`src/rtl/btn_rt_pkg.sv`:
```
// Shared types and default timing constants for the long-press reset button detector.
package btn_rt_pkg;

  typedef enum logic [1:0] {
    IDLE    = 2'd0,
    HOLDING = 2'd1,
    FIRED   = 2'd2
  } state_t;

  localparam int DEF_DEBOUNCE_CYCLES = 1000;
  localparam int DEF_HOLD_CYCLES     = 20000;
  localparam int DEF_CNT_W           = 15;

endpackage

```
`src/rtl/btn_debounce.sv`:
```
// Two-flop synchroniser followed by a stability counter that only lets the
// debounced level follow the synced input after DEBOUNCE_CYCLES of agreement.
module btn_debounce
  import btn_rt_pkg::*;
#(
  parameter int DEBOUNCE_CYCLES = DEF_DEBOUNCE_CYCLES,
  parameter int CNT_W           = DEF_CNT_W
) (
  input  logic clk,
  input  logic rst_n,
  input  logic raw,
  output logic db_level
);

  localparam logic [CNT_W-1:0] DB_LAST = CNT_W'(DEBOUNCE_CYCLES - 1);
  localparam logic [CNT_W-1:0] CNT_MAX = '1;

  logic [1:0]       sync;
  logic [CNT_W-1:0] db_cnt;

  // Any sample agreeing with the current level restarts the stability window.
  always_ff @(posedge clk) begin
    if (!rst_n) begin
      sync     <= 2'b00;
      db_cnt   <= '0;
      db_level <= 1'b0;
    end else begin
      sync <= {sync[0], raw};
      if (sync[1] == db_level) begin
        db_cnt <= '0;
      end else if (db_cnt == DB_LAST) begin
        db_level <= ~db_level;
        db_cnt   <= '0;
      end else if (db_cnt != CNT_MAX) begin
        db_cnt <= db_cnt + 1'b1;
      end
    end
  end

endmodule

```
`src/rtl/btn_rt.sv`:
```
// Long-press detector: debounced button held for HOLD_CYCLES produces one
// registered single-cycle pulse per press.
module btn_rt
  import btn_rt_pkg::*;
#(
  parameter int DEBOUNCE_CYCLES = DEF_DEBOUNCE_CYCLES,
  parameter int HOLD_CYCLES     = DEF_HOLD_CYCLES,
  parameter int CNT_W           = DEF_CNT_W
) (
  input  logic clk,
  input  logic rst_n,
  input  logic boton_in,
  output logic boton_out
);

  localparam logic [CNT_W-1:0] HOLD_LAST = CNT_W'(HOLD_CYCLES - 1);
  localparam logic [CNT_W-1:0] CNT_MAX   = '1;

  logic             db_level;
  logic [CNT_W-1:0] hold_cnt;
  logic             fire;
  state_t           state;
  state_t           next_state;

  btn_debounce #(
    .DEBOUNCE_CYCLES (DEBOUNCE_CYCLES),
    .CNT_W           (CNT_W)
  ) u_debounce (
    .clk      (clk),
    .rst_n    (rst_n),
    .raw      (boton_in),
    .db_level (db_level)
  );

  always_ff @(posedge clk) begin
    if (!rst_n) begin
      state <= IDLE;
    end else begin
      state <= next_state;
    end
  end

  always_comb begin
    next_state = state;
    case (state)
      IDLE: begin
        if (db_level) next_state = HOLDING;
      end
      HOLDING: begin
        if (!db_level)                 next_state = IDLE;
        else if (hold_cnt == HOLD_LAST) next_state = FIRED;
      end
      FIRED: begin
        if (!db_level) next_state = IDLE;
      end
      default: next_state = IDLE;
    endcase
  end

  always_comb begin
    fire = (state == HOLDING) && db_level && (hold_cnt == HOLD_LAST);
  end

  // Counter only runs while a valid hold is in progress; anything else parks it at zero.
  always_ff @(posedge clk) begin
    if (!rst_n) begin
      hold_cnt <= '0;
    end else if (state == HOLDING && db_level) begin
      if (hold_cnt != CNT_MAX) hold_cnt <= hold_cnt + 1'b1;
    end else begin
      hold_cnt <= '0;
    end
  end

  always_ff @(posedge clk) begin
    if (!rst_n) begin
      boton_out <= 1'b0;
    end else begin
      boton_out <= fire;
    end
  end

endmodule

```
`config.mk`:
```
export PLATFORM = sky130hd
export DESIGN_NAME = btn_rt
export DESIGN_NICKNAME = d
export VERILOG_FILES = /design/src/rtl/btn_rt_pkg.sv /design/src/rtl/btn_debounce.sv /design/src/rtl/btn_rt.sv
export SDC_FILE = /design/constraint.sdc
export NUM_CORES = 1
export LEC_CHECK = 0
export ABC_AREA = 1
export CORE_MARGIN = 2
export CORE_UTILIZATION = 25
export DETAILED_ROUTE_END_ITERATION = 10
export HOLD_SLACK_MARGIN = 0.05
export SLEW_MARGIN = 20
export SYNTH_ARGS = -nofsm -noshare
export SYNTH_HDL_FRONTEND = slang
export SYNTH_HIERARCHICAL = 1
export SYNTH_SLANG_ARGS = --single-unit
```
`constraint.sdc`:
```
create_clock -name clk -period 1.78 [get_ports clk]
set_input_delay 0.178 -clock clk [delete_from_list [all_inputs] [get_ports clk]]
set_output_delay 0.178 -clock clk [all_outputs]
set_load 0.02 [all_outputs]
```
==> impl_metrics.env, run 1 <==
export IMPL_setup_ws_ns=0.177
export IMPL_grt_overflow=0
export IMPL_totalWireLength_um=3980
export IMPL_hold_class="primary input to flip-flop"
export IMPL_seq_area_um2=721
export IMPL_drt_first_pass_iters=4
export IMPL_power_density_mw_per_mm2=657
export IMPL_cts_resized_gates=0
export IMPL_htreeDepth=2
export IMPL_antenna_diode_count=0
export IMPL_fin_nets=289
export IMPL_p_int_mw=1.12
export IMPL_slew_violations=0
export IMPL_slew_headroom_pct=75.3
export IMPL_min_period_ns=1.60
export IMPL_rr_startpoint="hold_cnt[0]$_SDFFE_PN0P_"
export IMPL_yosysSeqAreaShare_pct=36.9
export IMPL_power_switching_uw=322
export IMPL_die_area_mm2=0.00852
export IMPL_synth_edf_count=0
export IMPL_async_reset_ff_share_pct=0
export IMPL_cts_root_buf="clkbuf_8"
export IMPL_cp_required_ns=2.02
export IMPL_critPathLaunch="hold_cnt[0]$_SDFFE_PN0P_"
export IMPL_routabilityCongestion=0.861
export IMPL_dp_hpwl_um=3010
export IMPL_wl_per_cell_um=10.3
export IMPL_die_h_um=92.3
export IMPL_r2r_end="hold_cnt[8]$_SDFFE_PN0P_"
export IMPL_start_util_pct=25.5
export IMPL_syn_inst=274
export IMPL_grt_antenna_before_repair=0
export IMPL_area_growth_pct=12.8
export IMPL_critPathMaxFanout=11
export IMPL_path_class="flip-flop to flip-flop"
export IMPL_io_buffers=3
export IMPL_num_vias=1696
export IMPL_combinationalPowerShare_pct=1.1
export IMPL_drc_errors=0
export IMPL_cts_tree="built"
export IMPL_core_rowCount=32
export IMPL_endpoint_kind="flip-flop"
export IMPL_syn_nets=279
export IMPL_grt_pass1_vias=1723
export IMPL_finalSetupViolCount=0
export IMPL_worst_pin_slew_ns=0.370
export IMPL_core_area_mm2=0.00765
export IMPL_skew_ns=0.00348
export IMPL_reg2reg_slack_ns=0.18
export IMPL_multiInputGateArea_mm2=0.00108
export IMPL_drtIter0Drc=40
export IMPL_timing_hold_ws_ns=0.408
export IMPL_via_per_inst=4.38
export IMPL_critPathArrivalTime_ns=1.84
export IMPL_synth_top_area_share_pct=36.9
export IMPL_syn_area_per_cell_um2=7.12
export IMPL_clkTransAtPathRegs_ns=0.07
export IMPL_crit_path_start_kind="flip-flop"
export IMPL_ys_ff_latch=36
export IMPL_clk_latency_ns=0.30
export IMPL_cap_violations=0
export IMPL_ios=4
export IMPL_postCtsSetupRepairBufs=0
export IMPL_fillers=832
export IMPL_grt_pass1_wl_um=7310
export IMPL_p_sw_share_pct=22.3
export IMPL_final_antenna_net_count=0
export IMPL_synth_cell_types=25
export IMPL_syn_area_mm2=0.00195
export IMPL_drive_gt1_share_pct=16.1
export IMPL_crit_end="hold_cnt[8]$_SDFFE_PN0P_"
export IMPL_grt_total_usage_pct=10.6
export IMPL_pre_cts_slack_ns=0.149
export IMPL_ys_warn_count=6
export IMPL_reg2reg_depth=9
export IMPL_clock_path_buffers=2
export IMPL_tns_ns=0
export IMPL_seq_power_share_pct=56.0
export IMPL_outcome="complete, no violations"
export IMPL_yosys_top_cells_count="56 x nand2_1, 42 x nor2_1, 36 x dfxtp_1"
export IMPL_fin_crit_sh_pct=90.0
export IMPL_cts_sinks=36
export IMPL_synth_top_cell_by_area="dfxtp_1"
export IMPL_die_x_um=92.3
export IMPL_fmax_ghz=0.624
export IMPL_hold_buffers=0
export IMPL_p_leak_nw=0.786
export IMPL_hold_violations=0
export IMPL_grt_max_degree=12
export IMPL_synth_most_common_cell="nand2_1"
export IMPL_clockPowerShare_pct=42.9
export IMPL_ir_drop_mv=0.253
export IMPL_rsz0062_at_grt="false"
export IMPL_synthTopCellsByArea="dfxtp_1 37%, nand2_1 11%, nor2_1 8.1%"
export IMPL_cts_made_buffers=5
export IMPL_synthFlopType="dfxtp_1"
## placed cells by master (no fill, tap or decap)
master	synthesis	routed
clkbuf_8	0	6
clkinv_2	2	4
xnor2_1	10	10
ha_2	0	1
nand2_2	4	4
nand3_1	29	29
nor2_1	42	42
nor4_1	2	2
nand3_2	5	5
o21ai_0	4	4
nor3_1	1	1
dfxtp_1	36	36
inv_1	30	30
nor2_4	4	4
clkdlybuf4s50_1	0	3
nand4_1	13	13
inv_2	2	2
o21bai_2	1	1
nand2_1	56	56
nand2_4	2	2
a21oi_1	11	11
nand3b_1	1	1
buf_4	0	3
nor2_2	8	8
or2_2	2	2
ha_1	2	1
a31oi_2	4	4
## power groups by stage
stage | logic (mW) | registers (mW) | clock network, mW
3_3_place_gp | 0.0157 | 0.828 | 0
6_report | 0.0164 | 0.809 | 0.621
4_1_cts | 0.0164 | 0.809 | 0.641
5_1_grt | 0.0180 | 0.809 | 0.677
3_5_place_dp | 0.0164 | 0.828 | 0
2_1_floorplan | 0.00874 | 0.828 | 0
## cells by family after synthesis
kind of cell	count (synthesis)	share of synthesized area, %
xor+xnor	10	4.49
flops	36	36.9
compound gates	20	6.99
simple gates	169	42.3
buf+inv	37	8.02
fa+ha+maj	2	1.28
## how the worst min path moves through the flow
stage | endpoint | depth (start not counted) | slack (ns) | startpoint
final | u_debounce/sync[0]$_SDFF_PN0_ | 3 | 0.41 | boton_in
after global routing | u_debounce/sync[0]$_SDFF_PN0_ | 3 | 0.40 | boton_in
after CTS | u_debounce/sync[0]$_SDFF_PN0_ | 3 | 0.40 | boton_in
after detailed placement | u_debounce/sync[1]$_SDFF_PN0_ | 2 | 0.40 | u_debounce/sync[0]$_SDFF_PN0_
after global placement | u_debounce/sync[1]$_SDFF_PN0_ | 2 | 0.39 | u_debounce/sync[0]$_SDFF_PN0_
after floorplan | u_debounce/sync[0]$_SDFF_PN0_ | 2 | 0.27 | rst_n
## worst max-delay path: stages, from the launching register on
cell and delay, ns:
dfxtp_1 0.43, ha_2 0.26, inv_2 0.07, nor2_4 0.16, nand2_4 0.08, clkinv_2 0.06
nand2_2 0.19, inv_1 0.15, nor2_1 0.06, nor2_1 0.08
## area by class of cell
| type | instances | area share [%] |
|---|---|---|
| Multi-Input combinational cell | 201 | 48.9 |
| Sequential cell | 36 | 32.8 |
| Inverter | 34 | 5.92 |
| Tap cell | 102 | 5.80 |
| Clock buffer | 6 | 3.75 |
| Timing Repair Buffer | 6 | 2.39 |
| Clock inverter | 2 | 0.455 |
## per-layer routing
| metal | global-route usage (%) | up-vias | part of all wire, % |
|---|---|---|---|
| met2 | 17.8 | 7 | 47 |
| met5 | 0 | - | 0 |
| met1 | 12.8 | 777 | 49 |
| met3 | 3.42 | 5 | 2.5 |
| li1 | - | 907 | - |
| met4 | 3.36 | 0 | 1.2 |
## per-stage QoR
stage / std cells / util [%] / power, mW / cell area [µm²]
2_1_floorplan: 274 / - / 0.836 / 1950
3_3_place_gp: 379 / 27.5 / 0.844 / 2100
3_5_place_dp: 379 / 27.5 / 0.844 / 2100
4_1_cts: 387 / 28.7 / 1.47 / 2200
5_1_grt: 387 / 28.8 / 1.50 / 2200
6_report: 387 / 28.8 / 1.45 / 2200
## flip-flops by register name (all words and copies together) (netlist names)
register,count
hold_cnt,15
u_debounce/db_cnt,15
state,2
u_debounce/sync,2
boton_out,1
u_debounce/db_level,1
Note: power is estimated with default switching activity, not from simulation.
==> run 2, diff against run 1 <==
--- a/config.mk
+++ b/config.mk
@@ -10,8 +10,10 @@
 export CORE_UTILIZATION = 25
 export DETAILED_ROUTE_END_ITERATION = 10
 export HOLD_SLACK_MARGIN = 0.05
+export MAX_ROUTING_LAYER = met4
 export SLEW_MARGIN = 20
 export SYNTH_ARGS = -nofsm -noshare
 export SYNTH_HDL_FRONTEND = slang
 export SYNTH_HIERARCHICAL = 1
 export SYNTH_SLANG_ARGS = --single-unit
+export TNS_END_PERCENT = 50
==> run 2 against run 1 <==
Compared with the run above: maximum frequency decreased by 0.14%; via count increased by 0.29%; final cell count unchanged; routed wire length about the same; count of clock-buffer cells in the layout unchanged; hold slack got worse by 0.0017 ns; flip-flop and latch count unchanged; sequential power about the same; sequential share of layout area unchanged; critical path depth unchanged; utilization unchanged; non-clock buffer count unchanged.
==> impl_metrics.env, run 2 (same netlist as run 1, synthesis figures left out) <==
export IMPL_outcome="complete, no violations"
export IMPL_num_vias=1701
export IMPL_via_per_inst=4.40
export IMPL_cap_violations=0
export IMPL_drive_gt1_share_pct=16.1
export IMPL_final_cell_mix="56 x nand2_1, 42 x nor2_1, 36 x dfxtp_1, 30 x inv_1, 29 x nand3_1"
export IMPL_htreeDepth=2
export IMPL_die_x_um=92.3
export IMPL_clock_path_buffers=2
export IMPL_clk_latency_ns=0.30
export IMPL_p_leak_nw=0.786
export IMPL_dp_cells=379
export IMPL_drc_errors=0
export IMPL_core_rowCount=32
export IMPL_fin_crit_sh_pct=90.2
export IMPL_start_util_pct=25.5
export IMPL_hold_violations=0
export IMPL_totalWireLength_um=3980
export IMPL_tns_ns=0
export IMPL_worst_pin_slew_ns=0.370
export IMPL_routabilityCongestion=0.875
export IMPL_reg_largest_list="hold_cnt x15, u_debounce/db_cnt x15"
export IMPL_slew_headroom_pct=75.3
export IMPL_hold_class="primary input to flip-flop"
export IMPL_critPathMaxFanout=11
export IMPL_die_h_um=92.3
export IMPL_hold_buffers=0
export IMPL_drt_first_pass_iters=4
export IMPL_final_antenna_net_count=0
export IMPL_cts_root_buf="clkbuf_8"
export IMPL_cts_sinks=36
export IMPL_clkTransAtPathRegs_ns=0.07
export IMPL_fmax_ghz=0.623
export IMPL_ir_drop_mv=0.253
export IMPL_grt_total_usage_pct=10.9
export IMPL_critPathArrivalTime_ns=1.85
export IMPL_drtIter0Drc=41
export IMPL_rsz0062_at_grt="false"
export IMPL_grt_pass1_vias=1729
export IMPL_grt_antenna_before_repair=0
export IMPL_slew_violations=0
export IMPL_cts_tree="built"
export IMPL_path_class="flip-flop to flip-flop"
export IMPL_grt_pass1_wl_um=7310
export IMPL_antenna_diode_count=0
export IMPL_fin_nets=289
export IMPL_die_area_mm2=0.00852
export IMPL_endpoint_kind="flip-flop"
export IMPL_reg2reg_slack_ns=0.18
export IMPL_cts_made_buffers=5
export IMPL_finalSetupViolCount=0
export IMPL_wl_per_cell_um=10.3
export IMPL_core_area_mm2=0.00765
export IMPL_area_growth_pct=12.8
export IMPL_power_density_mw_per_mm2=658
export IMPL_io_buffers=3
export IMPL_grt_max_degree=12
export IMPL_cts_resized_gates=0
export IMPL_finalNonFillerCells=387
export IMPL_layout_commonest_cell="nand2_1"
export IMPL_cp_required_ns=2.02
export IMPL_ios=4
export IMPL_grt_overflow=0
export IMPL_dp_hpwl_um=3010
export IMPL_postCtsSetupRepairBufs=0
export IMPL_crit_path_start_kind="flip-flop"
export IMPL_skew_ns=0.00374
export IMPL_min_period_ns=1.60
-- run 2: cell counts in the layout (fill, tap and decap cells not counted) --
Identical to the previous run, type by type.
-- run 2: worst max-delay path: stages, from the launching register on --
cell and delay, ns:
dfxtp_1 0.43, ha_2 0.26, inv_2 0.07, nor2_4 0.16, nand2_4 0.08, clkinv_2 0.06, nand2_2 0.19, inv_1 0.15
nor2_1 0.06, nor2_1 0.08
-- run 2: layout make-up --
type / instances / area, µm²
tap: 102 / 128
sequential: 36 / 721
multi-input combinational: 201 / 1080
fill: 832 / 5450
clock buffer: 6 / 82.6
timing repair buffer: 6 / 52.6
inverter: 34 / 130
clock inverter: 2 / 10.0
-- run 2: report_power, final --
group / total (mW) / switching (mW) / internal [mW] / leakage, nW
Combinational: 0.0163 / 0.00850 / 0.00785 / 0.445
Clock: 0.621 / 0.312 / 0.309 / 0.0510
Sequential: 0.809 / 0.00168 / 0.808 / 0.290
Total: 1.45 / 0.322 / 1.12 / 0.786
-- run 2: through the flow --
step / setup slack (ns) / util, % / power (mW) / hold WS (ns) / cell area [µm²]
final: 0.175 / 28.8 / 1.45 / 0.406 / 2200
after CTS: 0.140 / 28.7 / 1.47 / 0.403 / 2200
after floorplan: 0.386 / - / 0.836 / 0.271 / 1950
after detailed placement: 0.149 / 27.5 / 0.844 / 0.404 / 2100
after global routing: 0.0128 / 28.8 / 1.50 / 0.401 / 2200
after global placement: 0.213 / 27.5 / 0.844 / 0.393 / 2100
-- run 2: final timing paths --
path                            startpoint                       endpoint  cells after the start
min                               boton_in  u_debounce/sync[0]$_SDFF_PN0_                      3
max reg2reg       hold_cnt[0]$_SDFFE_PN0P_       hold_cnt[8]$_SDFFE_PN0P_                      9
max               hold_cnt[0]$_SDFFE_PN0P_       hold_cnt[8]$_SDFFE_PN0P_                      9
min reg2reg  u_debounce/sync[0]$_SDFF_PN0_  u_debounce/sync[1]$_SDFF_PN0_                      2
-- run 2: per-layer routing --
layer	wire length, µm	global-route usage (%)	share of wire, %
met1	1970	12.8	49
met2	1860	17.8	47
met3	110	3.42	2.8
met4	47	3.36	1.2
met5	0	-	0
==> run 3, diff against run 2 <==
==> constraint.sdc (replaced) <==
create_clock -name clk -period 1.4 [get_ports clk]
set_input_delay 0.14 -clock clk [delete_from_list [all_inputs] [get_ports clk]]
set_output_delay 0.14 -clock clk [all_outputs]
set_load 0.02 [all_outputs]
==> run 3 against run 2 <==
Compared with the run above: clock power up 63%; global-route usage down 0.37 points; count of clock-buffer cells in the layout up 1; non-clock buffer count up 25; die area unchanged; design area up 13%; via count up 4.6%; power up 43%; critical endpoint is now u_debounce/db_cnt[14]$_SDFFE_PP0P_.
==> impl_metrics.env, run 3 (same netlist as run 1, synthesis figures left out) <==
export IMPL_slew_violations=0
export IMPL_cts_made_buffers=5
export IMPL_fmax_ghz=0.749
export IMPL_finalSetupViolCount=0
export IMPL_final_antenna_net_count=0
export IMPL_dp_cells=402
export IMPL_drt_first_pass_iters=4
export IMPL_path_class="flip-flop to flip-flop"
export IMPL_grt_antenna_before_repair=0
export IMPL_power_density_mw_per_mm2=828
export IMPL_min_period_ns=1.34
export IMPL_critPathLaunch="u_debounce/db_cnt[0]$_SDFFE_PP0P_"
export IMPL_core_rowCount=32
export IMPL_grt_pass1_wl_um=7210
export IMPL_die_h_um=92.3
export IMPL_wl_per_cell_um=9.86
export IMPL_finalNonFillerCells=412
export IMPL_core_area_mm2=0.00765
export IMPL_slew_headroom_pct=79.7
export IMPL_layout_commonest_cell="nand2_1"
export IMPL_skew_ns=0.0102
export IMPL_drc_errors=0
export IMPL_final_cell_mix="56 x nand2_1, 39 x nor2_1, 32 x dfxtp_1, 29 x nand3_1, 29 x inv_1"
export IMPL_htreeDepth=2
export IMPL_critPathMaxFanout=11
export IMPL_hold_buffers=0
export IMPL_clock_path_buffers=2
export IMPL_critPathArrivalTime_ns=1.52
export IMPL_drtIter0Drc=52
export IMPL_grt_max_degree=12
export IMPL_antenna_diode_count=0
export IMPL_cts_tree="built"
export IMPL_outcome="complete, no violations"
export IMPL_via_per_inst=4.32
export IMPL_area_growth_pct=27.8
export IMPL_r2r_end="u_debounce/db_cnt[14]$_SDFFE_PP0P_"
export IMPL_reg_largest_list="hold_cnt x15, u_debounce/db_cnt x15"
export IMPL_reg2reg_slack_ns=0.06
export IMPL_die_area_mm2=0.00852
export IMPL_worst_pin_slew_ns=0.304
export IMPL_grt_total_usage_pct=10.5
export IMPL_die_x_um=92.3
export IMPL_cp_required_ns=1.58
export IMPL_hold_violations=0
export IMPL_start_util_pct=25.5
export IMPL_cap_violations=0
export IMPL_dp_hpwl_um=3080
export IMPL_fin_nets=314
export IMPL_io_buffers=3
export IMPL_routabilityCongestion=0.864
export IMPL_num_vias=1779
export IMPL_totalWireLength_um=4060
export IMPL_cts_sinks=36
export IMPL_placed_cell_area_mm2=0.00229
export IMPL_endpoint_kind="flip-flop"
export IMPL_fin_crit_sh_pct=95.4
export IMPL_p_leak_nw=0.963
export IMPL_cts_root_buf="clkbuf_8"
export IMPL_hold_class="primary input to flip-flop"
export IMPL_grt_overflow=0
export IMPL_drive_gt1_share_pct=25.8
export IMPL_ios=4
export IMPL_crit_end="u_debounce/db_cnt[14]$_SDFFE_PP0P_"
export IMPL_final_area_mm2=0.00249
export IMPL_grt_pass1_vias=1720
export IMPL_ir_drop_mv=0.405
export IMPL_rsz0062_at_grt="true"
export IMPL_clk_latency_ns=0.29
export IMPL_clkTransAtPathRegs_ns=0.08
export IMPL_rr_startpoint="u_debounce/db_cnt[0]$_SDFFE_PP0P_"
export IMPL_crit_path_start_kind="flip-flop"
export IMPL_reg2reg_depth=7
## run 3: changes by cell type in the layout (fill, tap and decap cells not counted), sizes merged
cell    change
clkinv      -2
bufinv      +1
clkbuf      +1
buf        +25
## run 3: metal layers
metal,wire [µm],global-route usage [%],up-vias
met4,73,3.61,0
met1,1970,12.5,797
met2,1910,17.3,20
met5,0,-,-
li1,-,-,953
met3,109,2.69,9
## run 3: critical path, stage by stage, from the launching register on
cell and delay, ns:
dfxtp_2 0.36, ha_4 0.14, inv_2 0.03, nor2_1 0.07, nand4_1 0.20, o21bai_4 0.22
buf_12 0.15, a21oi_1 0.04
## run 3: area by class of cell
type / count / area, µm²
well taps: 102 / 128
flip-flops and latches: 36 / 726
multi-input cells: 201 / 1120
clock buffers: 7 / 96.3
fillers: 799 / 5150
clock inverters: 1 / 30.0
inverters: 34 / 130
repair buffers: 31 / 265
## run 3: worst min path at each step
stage | start | endpoint | cells after the start
floorplan | rst_n | u_debounce/sync[0]$_SDFF_PN0_ | 2
global placement | u_debounce/sync[0]$_SDFF_PN0_ | u_debounce/sync[1]$_SDFF_PN0_ | 2
detailed placement | u_debounce/sync[0]$_SDFF_PN0_ | u_debounce/sync[1]$_SDFF_PN0_ | 2
CTS | boton_in | u_debounce/sync[0]$_SDFF_PN0_ | 3
global route | boton_in | u_debounce/sync[0]$_SDFF_PN0_ | 3
finish | boton_in | u_debounce/sync[0]$_SDFF_PN0_ | 3
## run 3: stage by stage
step                hold WS, ns  power, mW  setup slack [ns]  setup TNS, ns  utilization (%)
floorplan                 0.233       1.06           0.00609              0                -
global placement          0.395       1.07           -0.0358         -0.294             29.9
detailed placement        0.398       1.07           -0.0692         -0.569             29.9
CTS                       0.367       2.10            0.0221              0             31.7
global route              0.377       2.13           -0.0196         -0.120             32.6
finish                    0.375       2.07            0.0647              0             32.6
## run 3: repair_timing
action | 4_1_cts | 5_1_grt
endpoints found under the setup margin | 11 | 27
gates resized for setup | 1 | 14
pin swaps | 0 | 5
setup buffers | 0 | 2
## run 3: where the power goes
| part | total (mW) | switching [mW] | internal, mW |
|---|---|---|---|
| registers | 1.03 | 0.00195 | 1.03 |
| clock network | 1.01 | 0.382 | 0.629 |
| logic | 0.0261 | 0.0121 | 0.0139 |
| total | 2.07 | 0.396 | 1.67 |
